File: src/rtl/btn_pkg.sv
// Shared button-path definitions: default sizes, tick divider and button index type.
// Latency: n/a (package only).
// Backpressure: n/a (package only).
package btn_pkg;
  localparam int NUM_BTN_DEFAULT     = 4;
  localparam int ID_W_DEFAULT        = 2;
  localparam int FIFO_DEPTH_DEFAULT  = 4;
  // 10 ms sample period at 25 MHz
  localparam int TICK_DIV_25MHZ_10MS = 250000;

  typedef logic [ID_W_DEFAULT-1:0] btn_id_t;
endpackage

File: src/rtl/sync_fifo.sv
// Generic single-clock FIFO with occupancy count; storage and pointers are cleared on reset.
// Latency: a push is visible at pop_dat/empty one cycle later; head read is combinational from registers.
// Backpressure: push is dropped when full, pop is ignored when empty; full is judged on the pre-pop count.
// Ports: clk, rst (async, active-high), push/push_dat, pop/pop_dat, empty, count.
module sync_fifo #(
  parameter int WIDTH = 2,
  parameter int DEPTH = 4,
  localparam int AW   = (DEPTH > 1) ? $clog2(DEPTH) : 1
) (
  input  logic             clk,
  input  logic             rst,
  input  logic             push,
  input  logic [WIDTH-1:0] push_dat,
  input  logic             pop,
  output logic [WIDTH-1:0] pop_dat,
  output logic             empty,
  output logic [AW:0]      count
);

  localparam logic [AW:0] DEPTH_C = DEPTH[AW:0];

  logic [WIDTH-1:0] mem [DEPTH];
  logic [AW-1:0]    wr_ptr;
  logic [AW-1:0]    rd_ptr;
  logic             full;
  logic             push_ok;
  logic             pop_ok;

  assign full    = (count == DEPTH_C);
  assign empty   = (count == '0);
  assign push_ok = push & ~full;
  assign pop_ok  = pop & ~empty;
  assign pop_dat = mem[rd_ptr];

  // DEPTH is a power of two, so the pointers wrap on their own.
  always_ff @(posedge clk or posedge rst) begin
    if (rst) begin
      wr_ptr <= '0;
      rd_ptr <= '0;
      count  <= '0;
      for (int i = 0; i < DEPTH; i++) begin
        mem[i] <= '0;
      end
    end else begin
      if (push_ok) begin
        mem[wr_ptr] <= push_dat;
        wr_ptr      <= wr_ptr + 1'b1;
      end
      if (pop_ok) begin
        rd_ptr <= rd_ptr + 1'b1;
      end
      case ({push_ok, pop_ok})
        2'b10:   count <= count + 1'b1;
        2'b01:   count <= count - 1'b1;
        default: count <= count;
      endcase
    end
  end

endmodule

File: src/rtl/button_event_scheduler.sv
// Paces the debounce FSMs with sample_tick and serialises their pulses into a button-ID event stream.
// Latency: pulse in cycle t -> pending at edge t+1 -> grant/push at edge t+2 -> evt_valid in cycle t+2.
// Backpressure: evt_valid/evt_ready; while the FIFO is full pending flags are held and repeat presses merge (overflow).
// Ports: clk, rst (async, active-high), btn_pulse, sample_tick, evt_valid/evt_id/evt_ready,
//        pending (debug), overflow (sticky) with overflow_clr.
module button_event_scheduler
  import btn_pkg::*;
#(
  parameter int NUM_BTN    = NUM_BTN_DEFAULT,
  parameter int ID_W       = ID_W_DEFAULT,
  parameter int FIFO_DEPTH = FIFO_DEPTH_DEFAULT,
  parameter int TICK_DIV   = TICK_DIV_25MHZ_10MS
) (
  input  logic               clk,
  input  logic               rst,
  input  logic [NUM_BTN-1:0] btn_pulse,
  output logic               sample_tick,
  output logic               evt_valid,
  output logic [ID_W-1:0]    evt_id,
  input  logic               evt_ready,
  output logic [NUM_BTN-1:0] pending,
  output logic               overflow,
  input  logic               overflow_clr
);

  localparam int            CNT_W     = $clog2(TICK_DIV);
  localparam logic [CNT_W-1:0] TICK_LAST = CNT_W'(TICK_DIV - 1);
  localparam int            FAW       = (FIFO_DEPTH > 1) ? $clog2(FIFO_DEPTH) : 1;
  localparam logic [FAW:0]  FIFO_FULL = FIFO_DEPTH[FAW:0];

  logic [CNT_W-1:0]   tick_cnt;
  logic [ID_W-1:0]    last_grant;
  logic               grant_vld;
  logic [ID_W-1:0]    grant_idx;
  logic [ID_W-1:0]    scan_idx;
  logic [NUM_BTN-1:0] grant_oh;
  logic [NUM_BTN-1:0] pending_nxt;
  logic [NUM_BTN-1:0] merge;
  logic [FAW:0]       fifo_count;
  logic               fifo_empty;

  // Tick generator: decode of the registered counter, high for one cycle per period.
  always_ff @(posedge clk or posedge rst) begin
    if (rst) begin
      tick_cnt <= '0;
    end else if (tick_cnt == TICK_LAST) begin
      tick_cnt <= '0;
    end else begin
      tick_cnt <= tick_cnt + 1'b1;
    end
  end

  assign sample_tick = (tick_cnt == TICK_LAST);

  // Round-robin search starting just above the last winner. Gating on the
  // registered count means a pop in this cycle cannot free a slot for a push.
  always_comb begin
    grant_vld = 1'b0;
    grant_idx = '0;
    scan_idx  = '0;
    grant_oh  = '0;
    if ((fifo_count < FIFO_FULL) && (|pending)) begin
      for (int j = 1; j <= NUM_BTN; j++) begin
        scan_idx = ID_W'((int'(last_grant) + j) % NUM_BTN);
        if (!grant_vld && pending[scan_idx]) begin
          grant_vld = 1'b1;
          grant_idx = scan_idx;
        end
      end
    end
    if (grant_vld) begin
      grant_oh[grant_idx] = 1'b1;
    end
  end

  // A pulse on the bit being granted re-arms it; a pulse on a bit that is
  // still waiting is lost and flagged.
  always_comb begin
    pending_nxt = (pending & ~grant_oh) | btn_pulse;
    merge       = btn_pulse & pending & ~grant_oh;
  end

  always_ff @(posedge clk or posedge rst) begin
    if (rst) begin
      pending    <= '0;
      overflow   <= 1'b0;
      last_grant <= ID_W'(NUM_BTN - 1);
    end else begin
      pending <= pending_nxt;
      if (|merge) begin
        overflow <= 1'b1;
      end else if (overflow_clr) begin
        overflow <= 1'b0;
      end
      if (grant_vld) begin
        last_grant <= grant_idx;
      end
    end
  end

  sync_fifo #(
    .WIDTH (ID_W),
    .DEPTH (FIFO_DEPTH)
  ) u_fifo (
    .clk      (clk),
    .rst      (rst),
    .push     (grant_vld),
    .push_dat (grant_idx),
    .pop      (evt_ready & ~fifo_empty),
    .pop_dat  (evt_id),
    .empty    (fifo_empty),
    .count    (fifo_count)
  );

  assign evt_valid = ~fifo_empty;

endmodule

File: config.mk
export PLATFORM = sky130hd
export DESIGN_NAME = button_event_scheduler
export DESIGN_NICKNAME = d
export VERILOG_FILES = /design/src/rtl/btn_pkg.sv /design/src/rtl/sync_fifo.sv /design/src/rtl/button_event_scheduler.sv
export SDC_FILE = /design/constraint.sdc
export NUM_CORES = 1
export LEC_CHECK = 0
export ABC_AREA = 0
export ABC_CLOCK_PERIOD_IN_PS = 2100
export CAP_MARGIN = 15
export CELL_PAD_IN_SITES_DETAIL_PLACEMENT = 0
export CELL_PAD_IN_SITES_GLOBAL_PLACEMENT = 2
export CORE_MARGIN = 2
export CORE_UTILIZATION = 33
export DETAILED_ROUTE_END_ITERATION = 8
export PLACE_DENSITY = 0.76
export SKIP_CTS_REPAIR_TIMING = 1
export SYNTH_ARGS = -nofsm -noshare
export SYNTH_HDL_FRONTEND = slang
export SYNTH_SLANG_ARGS = --single-unit
File: constraint.sdc
create_clock -name clk -period 2.1 [get_ports clk]
set_clock_uncertainty 0.15 [all_clocks]
set_input_delay 0.315 -clock clk [delete_from_list [all_inputs] [get_ports clk]]
set_output_delay 0.315 -clock clk [all_outputs]
set_load 0.02 [all_outputs]
==> results of run 1 <==
through the flow:
stage               hold slack [ns]  power, mW  setup slack [ns]   util  setup TNS (ns)
floorplan                     0.257       2.23            -0.134      -          -0.159
global placement              0.307       2.63            -0.148  0.421          -0.148
detailed placement            0.323       2.64            -0.202  0.421          -0.231
CTS                           0.235       3.18            -0.520  0.436          -0.947
global route                  0.250       3.40           -0.0577  0.438         -0.0577
finish                        0.232       3.12            0.0522  0.438               0
power by group through the flow:
stage	logic (mW)	clock network (mW)	registers, mW
after floorplan	1.03	0	1.20
after global placement	1.46	0	1.18
after detailed placement	1.46	0	1.18
after CTS	1.47	0.540	1.17
after global routing	1.62	0.576	1.20
final	1.44	0.516	1.17
layer usage:
metal / up-vias / global-route usage
li1: 762 / -
met1: 720 / 0.176
met2: 12 / 0.220
met3: 5 / 0.0293
met4: 0 / 0.0450
met5: - / 0
sequential cells by signal, indices dropped and copies added (netlist names):
name / flops
last_grant: 2
overflow: 1
pending: 4
tick_cnt: 18
u_fifo.count: 3
u_fifo.mem: 8
u_fifo.rd_ptr: 2
u_fifo.wr_ptr: 2
synth_stat cells (2+ instances only):
cell | count | area (µm²)
and3_1 | 4 | 25.0
nand2b_1 | 5 | 31.3
dfstp_2 | 2 | 52.6
or3_1 | 3 | 18.8
a21oi_1 | 5 | 25.0
buf_6 | 2 | 22.5
xor2_1 | 8 | 70.1
ha_1 | 6 | 75.1
inv_1 | 7 | 26.3
nand3_1 | 9 | 45.0
o2bb2ai_1 | 2 | 17.5
nand2_1 | 25 | 93.8
dfrtp_1 | 38 | 951
buf_2 | 2 | 10.0
mux4_2 | 2 | 45.0
nor4b_1 | 2 | 17.5
o31ai_1 | 2 | 15.0
nor2b_1 | 3 | 18.8
xnor2_1 | 12 | 105
nor2_1 | 12 | 45.0
nor3_1 | 4 | 20.0
o211ai_1 | 2 | 15.0
nand4_1 | 2 | 12.5
o21ai_0 | 12 | 60.1
mux2i_1 | 2 | 20.0
worst paths after layout:
kind / to / slack, ns / cells past startpoint
min in group clk: u_fifo.mem[1]$_DFFE_PP0P_ / 0.33 / 2
max: sample_tick / 0.05 / 5
min reg2reg: u_fifo.mem[1]$_DFFE_PP0P_ / 0.33 / 2
min: u_fifo.count[0]$_DFFE_PP0P_ / 0.23 / 3
max in group asynchronous: last_grant[0]$_DFFE_PP1P_ / 1.31 / 3
max reg2reg: u_fifo.count[2]$_DFFE_PP0P_ / 0.09 / 9
kinds of logic (layout without fill, tap and decap cells):
kind of cell,after synthesis,count (layout),share of synthesized area
xor gates and xnor gates,20,20,0.0868
AOI/OAI and AO/OA,33,33,0.104
buffers and inverters,13,60,0.0353
DFF,40,40,0.497
muxes,4,4,0.0322
adders and majority gates,7,7,0.0471
and+or+nand+nor,78,78,0.197
worst max-delay path: stages, from the launching register on:
cell and delay [ns]:
dfrtp_1 0.35, ha_1 0.16, and3_1 0.18, nand4_1 0.11, nor4_2 0.30, buf_4 0.19
layout make-up:
cell class	instances	area [µm²]
Inverter	7	26.3
Fill cell	585	3330
Multi-Input combinational cell	142	981
Tap cell	75	93.8
Sequential cell	40	1010
Clock buffer	8	90.1
Timing Repair Buffer	45	395
==> flow_summary.ini, run 1 <==
[sta]
slew-limit-headroom = 0.730
worst_pin_slew_ns = 0.401
slew_violations = 0
fmax_mhz = 488
rsz0062_at_grt = yes
hold_violations = 0
fin_crit_ns = 2.05
final-setup-viol-count = 0
final.period_utilization = 0.975

[routing]
route.met2.wl_um = 1990
wl_met1_um = 1940
wl_met3_um = 78
ant_nets = 0
drt_iter0_markers = 43
routedWlPerCell_um = 12.8
vias = 1499
via_per_inst = 4.73
drt_pass1_iterations = 6
drt-total-wl_um = 4060
drc = 0
maxUsedRoutingLayer = met4

[cells_and_area]
final_nets = 256
final_cells = 317
area_growth_pct = 28.6
antenna_cells = 0
layout_commonest_cell = dfrtp_1
mostFrequentLayoutCells = dfrtp_1, buf_4, nand2_1
drive_gt1_frac = 0.227
fin_area_mm2 = 0.00259

[logic_synthesis]
netlist_instances = 195
syn_area_per_cell_um2 = 10.3
synth_top_flop_cell = dfrtp_1
synth_nets = 210
ys_seq_area_frac = 0.497
synth-edff-count = 0
ys_ff_latch = 40
ys_warn_count = 0
synthDistinctLibCells = 47
synthesis.area_mm2 = 0.00202
async_reset_ff_frac = 1.00

[grt]
track_usage = 0.135
grt_max_degree = 41
grt_pass1_wl_um = 7010
grt_antenna_before_repair = 0
grt_pass1_vias = 1532
grt-ovfl-total = 0

[power]
power-per-cell-area_mw_per_mm2 = 1200
internal_power_mw = 1.94
netSwitchingFraction = 0.378
comb_power_share = 0.461
p_seq_frac = 0.374
vdd_ir_drop_max_mv = 0.606
p_leak_nw = 1.16
power_frac_clock = 0.165
power_switching_mw = 1.18

[run_status]
outcome = finished clean

[setup_path]
r2r-start = pending[3]$_DFF_PP0_
worstPathRequired_ns = 1.63
cp-end-kind = output pin
critical_path.max_fanout = 2
crit_path_start = tick_cnt[0]$_DFF_PP0_
worstPathArrival_ns = 1.58
crit_type = reg2out
cp-start-kind = flop

[placement]
postPlaceCellArea_mm2 = 0.00249
hpwl_um = 2940
gp_congestion = 0.714
dp.cells = 309
port_buffers = 16

[clock_tree]
tritoncts = yes
path_clk_slew_ns = 0.07
clk_latency_ns = 0.28
cts_max_path_buffers = 2
cts_buffers = 5
cts.sink_count = 40
cts_root_buffer = clkbuf_8
htree_num_levels = 2

[die]
core_area_mm2 = 0.00592
die_area_mm2 = 0.00676
die_x_um = 82.2
io_pins = 17
chipHeight_um = 82.2
rows = 28
start_util = 0.341

[flow_run]
max_cap_violations = 0

[min_path]
hp-class = in2async
(Power assumes the default switching activity.)
==> run 2, diff against run 1 <==
--- a/config.mk
+++ b/config.mk
@@ -8,12 +8,10 @@
 export ABC_AREA = 0
 export ABC_CLOCK_PERIOD_IN_PS = 2100
 export CAP_MARGIN = 15
-export CELL_PAD_IN_SITES_DETAIL_PLACEMENT = 0
-export CELL_PAD_IN_SITES_GLOBAL_PLACEMENT = 2
 export CORE_MARGIN = 2
-export CORE_UTILIZATION = 33
+export CORE_UTILIZATION = 45
 export DETAILED_ROUTE_END_ITERATION = 8
-export PLACE_DENSITY = 0.76
+export PLACE_DENSITY = 0.69
 export SKIP_CTS_REPAIR_TIMING = 1
 export SYNTH_ARGS = -nofsm -noshare
 export SYNTH_HDL_FRONTEND = slang
==> run 2 against run 1 <==
Against the previous run:
- final cell count decreased by 7.3%
- first-iteration DRC count increased by 30%
- non-clock buffer count unchanged
- flip-flop and latch count unchanged
- worst setup slack got worse by 0.079 ns
- clock power increased by 31%
- the run now ends with setup timing left
- register-to-register slack about the same
- utilization increased by 17 points
- maximum frequency decreased by 3.7%
- cell area increased by 0.53%
- die area decreased by 25%
==> flow_summary.ini, run 2 (synthesized netlist as in run 1, its figures left out) <==
[die]
io_pins = 17
die_x_um = 71.0
rows = 24
chipHeight_um = 71.0
start_util = 0.467
core_area_mm2 = 0.00432
die_area_mm2 = 0.00504

[cells_and_area]
final_nets = 256
drive_gt1_frac = 0.240
top_regs = tick_cnt (18), u_fifo.mem (8), pending (4)
regMostFlops = tick_cnt
area_growth_pct = 29.3
multi_input_area_um2 = 987
register_area_mm2 = 0.00101
antenna_cells = 0
fill_cells = 386
mostFrequentLayoutCells = dfrtp_1, buf_4, nand2_1
final_cells = 294
largest_register_ffs = 18
layout_commonest_cell = dfrtp_1

[placement]
dp.cells = 286
port_buffers = 16
hpwl_um = 2910
gp_congestion = 0.854

[routing]
vias = 1550
drt_iter0_markers = 56
drt_pass1_iterations = 4
drt-total-wl_um = 3940
routedWlPerCell_um = 13.4
ant_nets = 0
drc = 0
via_per_inst = 5.27

[grt]
grt_max_degree = 20
grt_pass1_wl_um = 6920
grt_antenna_before_repair = 0
grt_pass1_vias = 1567
track_usage = 0.174
grt-ovfl-total = 0

[run_status]
violations = setup timing
outcome = complete, but fails checks

[clock_tree]
cts.sink_count = 40
cts_max_path_buffers = 2
htree_num_levels = 2
tritoncts = yes
path_clk_slew_ns = 0.07
cts_root_buffer = clkbuf_8
clk_latency_ns = 0.29
cts_buffers = 5

[sta]
rsz0062_at_grt = yes
hold_violations = 0
slew_violations = 0
worst_pin_slew_ns = 0.414
fin_ws_ns = -0.0269
slew-limit-headroom = 0.724
fin_crit_ns = 2.13
fmax_mhz = 470
setup_tns_ns = -0.0269
final.period_utilization = 1.01
final-setup-viol-count = 1

[setup_path]
cp-end-kind = output pin
worstPathArrival_ns = 1.66
crit_path_top_delay_cell = dfrtp_1
crit_type = reg2out
critical_path.max_fanout = 2
cpPeakStageDelay_ns = 0.36
path_cells = ha_1 -> and3_1 -> nand4_1 -> nor4_2 -> buf_4
cp-start-kind = flop
worstPathRequired_ns = 1.63

[power]
vdd_ir_drop_max_mv = 0.774
power-per-cell-area_mw_per_mm2 = 1280
p_leak_nw = 1.18

[flow_run]
max_cap_violations = 0

[min_path]
hp-class = in2async
run 2: cell count changes in the layout (fill, tap and decap cells not counted):
| cell | before | now |
|---|---|---|
| bufinv_16 | 0 | 1 |
| clkbuf_1 | 2 | 0 |
| clkbuf_8 | 6 | 7 |
| nor4b_1 | 2 | 1 |
| nor4b_2 | 0 | 1 |
run 2: final timing paths:
path / endpoint / cells after the start / slack, ns / start
worst max-delay path: sample_tick / 5 / -0.03 / tick_cnt[1]$_DFF_PP0_
worst min-delay path: u_fifo.mem[5]$_DFFE_PP0P_ / 2 / 0.17 / rst
worst max register to register: u_fifo.count[2]$_DFFE_PP0P_ / 9 / 0.09 / pending[3]$_DFF_PP0_
worst min register to register: u_fifo.mem[2]$_DFFE_PP0P_ / 2 / 0.34 / u_fifo.mem[2]$_DFFE_PP0P_
max in group asynchronous: u_fifo.rd_ptr[0]$_DFFE_PP0P_ / 3 / 1.09 / rst
min in group clk: u_fifo.mem[2]$_DFFE_PP0P_ / 2 / 0.34 / u_fifo.mem[2]$_DFFE_PP0P_
run 2: critical path: cells and delay by family, from the launching register on:
| family | cells | cell delay, ns |
|---|---|---|
| buf+inv | 1 | 0.20 |
| fa+ha+maj | 1 | 0.16 |
| simple gates | 3 | 0.65 |
| flops | 1 | 0.36 |
run 2: cell type report:
type	instances	share of cell area
sequential	40	0.387
multi-input combinational	142	0.378
timing repair buffer	45	0.152
clock buffer	7	0.0369
tap	52	0.0249
clock inverter	1	0.0115
inverter	7	0.0101
run 2: power by group:
group / switching [mW] / total (mW) / internal (mW)
registers: 0.178 / 1.18 / 1.00
clock network: 0.256 / 0.675 / 0.419
logic: 0.771 / 1.48 / 0.706
run 2: metal layers:
metal	global-route usage	vias up	wire length, µm
met1	0.220	765	1800
met4	0.0797	0	76
met2	0.286	18	1960
met5	0	-	0
met3	0.0370	8	107
li1	-	759	-
run 2: per-stage QoR:
stage	setup WS, ns	hold slack, ns	power (mW)	util	cell area [µm²]
floorplan	-0.134	0.257	2.23	-	2060
global placement	-0.137	0.306	2.63	0.569	2460
detailed placement	-0.178	0.320	2.68	0.569	2460
CTS	-0.502	0.181	3.36	0.598	2590
global route	-0.132	0.210	3.59	0.603	2610
finish	-0.0269	0.173	3.33	0.603	2610
==> run 3, diff against run 2 <==
--- a/config.mk
+++ b/config.mk
@@ -12,6 +12,7 @@
 export CORE_UTILIZATION = 45
 export DETAILED_ROUTE_END_ITERATION = 8
 export PLACE_DENSITY = 0.69
+export REMOVE_ABC_BUFFERS = 1
 export SKIP_CTS_REPAIR_TIMING = 1
 export SYNTH_ARGS = -nofsm -noshare
 export SYNTH_HDL_FRONTEND = slang
==> run 3 against run 2 <==
Against the previous run:
- the flow still finishes with violations (setup timing)
- utilization down 0.38 points
- clock power down 0.6%
- count of clock-buffer cells in the layout down 1
==> flow_summary.ini, run 3 (synthesized netlist as in run 1, its figures left out) <==
[run_status]
outcome = complete, but fails checks
violations = setup timing

[placement]
gp_congestion = 0.814
hpwl_um = 2840
pre_cts_slack_ns = -0.165
dp.cells = 286
port_buffers = 16

[sta]
fmax_mhz = 465
fin_crit_ns = 2.15
worst_pin_slew_ns = 0.395
fin_ws_ns = -0.0490
slew-limit-headroom = 0.734
slew_violations = 0
final-setup-viol-count = 2
hold_violations = 0
rsz0062_at_grt = yes
final.period_utilization = 1.02

[clock_tree]
path_clk_slew_ns = 0.08
htree_num_levels = 2
clk_latency_ns = 0.30
cts.sink_count = 40
cts_max_path_buffers = 2
cts_root_buffer = clkbuf_8
cts_buffers = 5
tritoncts = yes

[cells_and_area]
final_cells = 295
drive_gt1_frac = 0.226
largest_register_ffs = 18
top_regs = tick_cnt (18), u_fifo.mem (8), pending (4)
mostFrequentLayoutCells = dfrtp_1, buf_4, nand2_1
final_nets = 257
regMostFlops = tick_cnt
antenna_cells = 0
area_growth_pct = 28.5
layout_commonest_cell = dfrtp_1

[die]
core_area_mm2 = 0.00432
die_x_um = 71.0
chipHeight_um = 71.0
io_pins = 17
rows = 24
start_util = 0.467
die_area_mm2 = 0.00504

[setup_path]
worstPathRequired_ns = 2.16
critical_path.max_fanout = 2
crit_type = reg2reg
cp-start-kind = flop
worstPathArrival_ns = 2.21
cp-end-kind = flop

[power]
power-per-cell-area_mw_per_mm2 = 1260
vdd_ir_drop_max_mv = 0.716
p_leak_nw = 1.18
total_power_mw = 3.28

[routing]
wl_met3_um = 125
drt_iter0_markers = 54
maxUsedRoutingLayer = met4
vias = 1535
wl_met1_um = 1830
ant_nets = 0
route.met2.wl_um = 1950
drt-total-wl_um = 3950
via_per_inst = 5.20
drc = 0
routedWlPerCell_um = 13.4
drt_pass1_iterations = 4

[grt]
grt_antenna_before_repair = 0
grt_pass1_vias = 1528
grt_pass1_wl_um = 6780
track_usage = 0.171
grt-ovfl-total = 0
grt_max_degree = 41

[min_path]
hp-class = in2async

[flow_run]
max_cap_violations = 0
run 3: path summary, 6_finish.rpt:
check,start,depth (start not counted),slack [ns],to
worst max-delay path,pending[2]$_DFF_PP0_,9,-0.05,u_fifo.count[2]$_DFFE_PP0P_
worst min-delay path,rst,3,0.21,tick_cnt[12]$_DFF_PP0_
worst max register to register,pending[2]$_DFF_PP0_,9,-0.05,u_fifo.count[2]$_DFFE_PP0P_
worst min register to register,u_fifo.mem[0]$_DFFE_PP0P_,2,0.34,u_fifo.mem[0]$_DFFE_PP0P_
max in group asynchronous,rst,3,1.32,last_grant[0]$_DFFE_PP1P_
min in group clk,u_fifo.mem[0]$_DFFE_PP0P_,2,0.34,u_fifo.mem[0]$_DFFE_PP0P_
run 3: cell type report:
| cell class | instances | area [µm²] |
|---|---|---|
| Tap cell | 52 | 65.1 |
| Timing Repair Buffer | 46 | 400 |
| Multi-Input combinational cell | 142 | 975 |
| Fill cell | 381 | 1730 |
| Clock inverter | 2 | 38.8 |
| Sequential cell | 40 | 1000 |
| Inverter | 7 | 26.3 |
| Clock buffer | 6 | 82.6 |
run 3: through the flow:
| stage | util | hold slack (ns) | instance area [µm²] | TNS, ns |
|---|---|---|---|---|
| after global routing | 0.600 | 0.266 | 2590 | -0.335 |
| after CTS | 0.590 | 0.222 | 2550 | -1.06 |
| final | 0.600 | 0.214 | 2590 | -0.0527 |
| after floorplan | - | 0.257 | 1970 | -6.79 |
| after detailed placement | 0.562 | 0.326 | 2430 | -0.235 |
| after global placement | 0.562 | 0.309 | 2430 | -0.180 |
run 3: layer usage:
metal  vias to the layer above  track usage
li1                        768            -
met1                       738        0.218
met5                         -            0
met3                         5       0.0513
met4                         0       0.0524
met2                        24        0.281
run 3: where the power goes:
group	switching, mW	internal [mW]	total (mW)
sequential	0.171	0.996	1.17
clock	0.282	0.389	0.671
combinational	0.769	0.670	1.44
total	1.22	2.05	3.28
run 3: critical path, stage by stage, from the launching register on:
cell and delay [ns]:
dfrtp_1 0.42, nor4_4 0.34, nor2_2 0.07, inv_1 0.08
ha_2 0.18, inv_2 0.04, fa_2 0.32, xor2_1 0.15
nor2_1 0.14, xor2_1 0.17
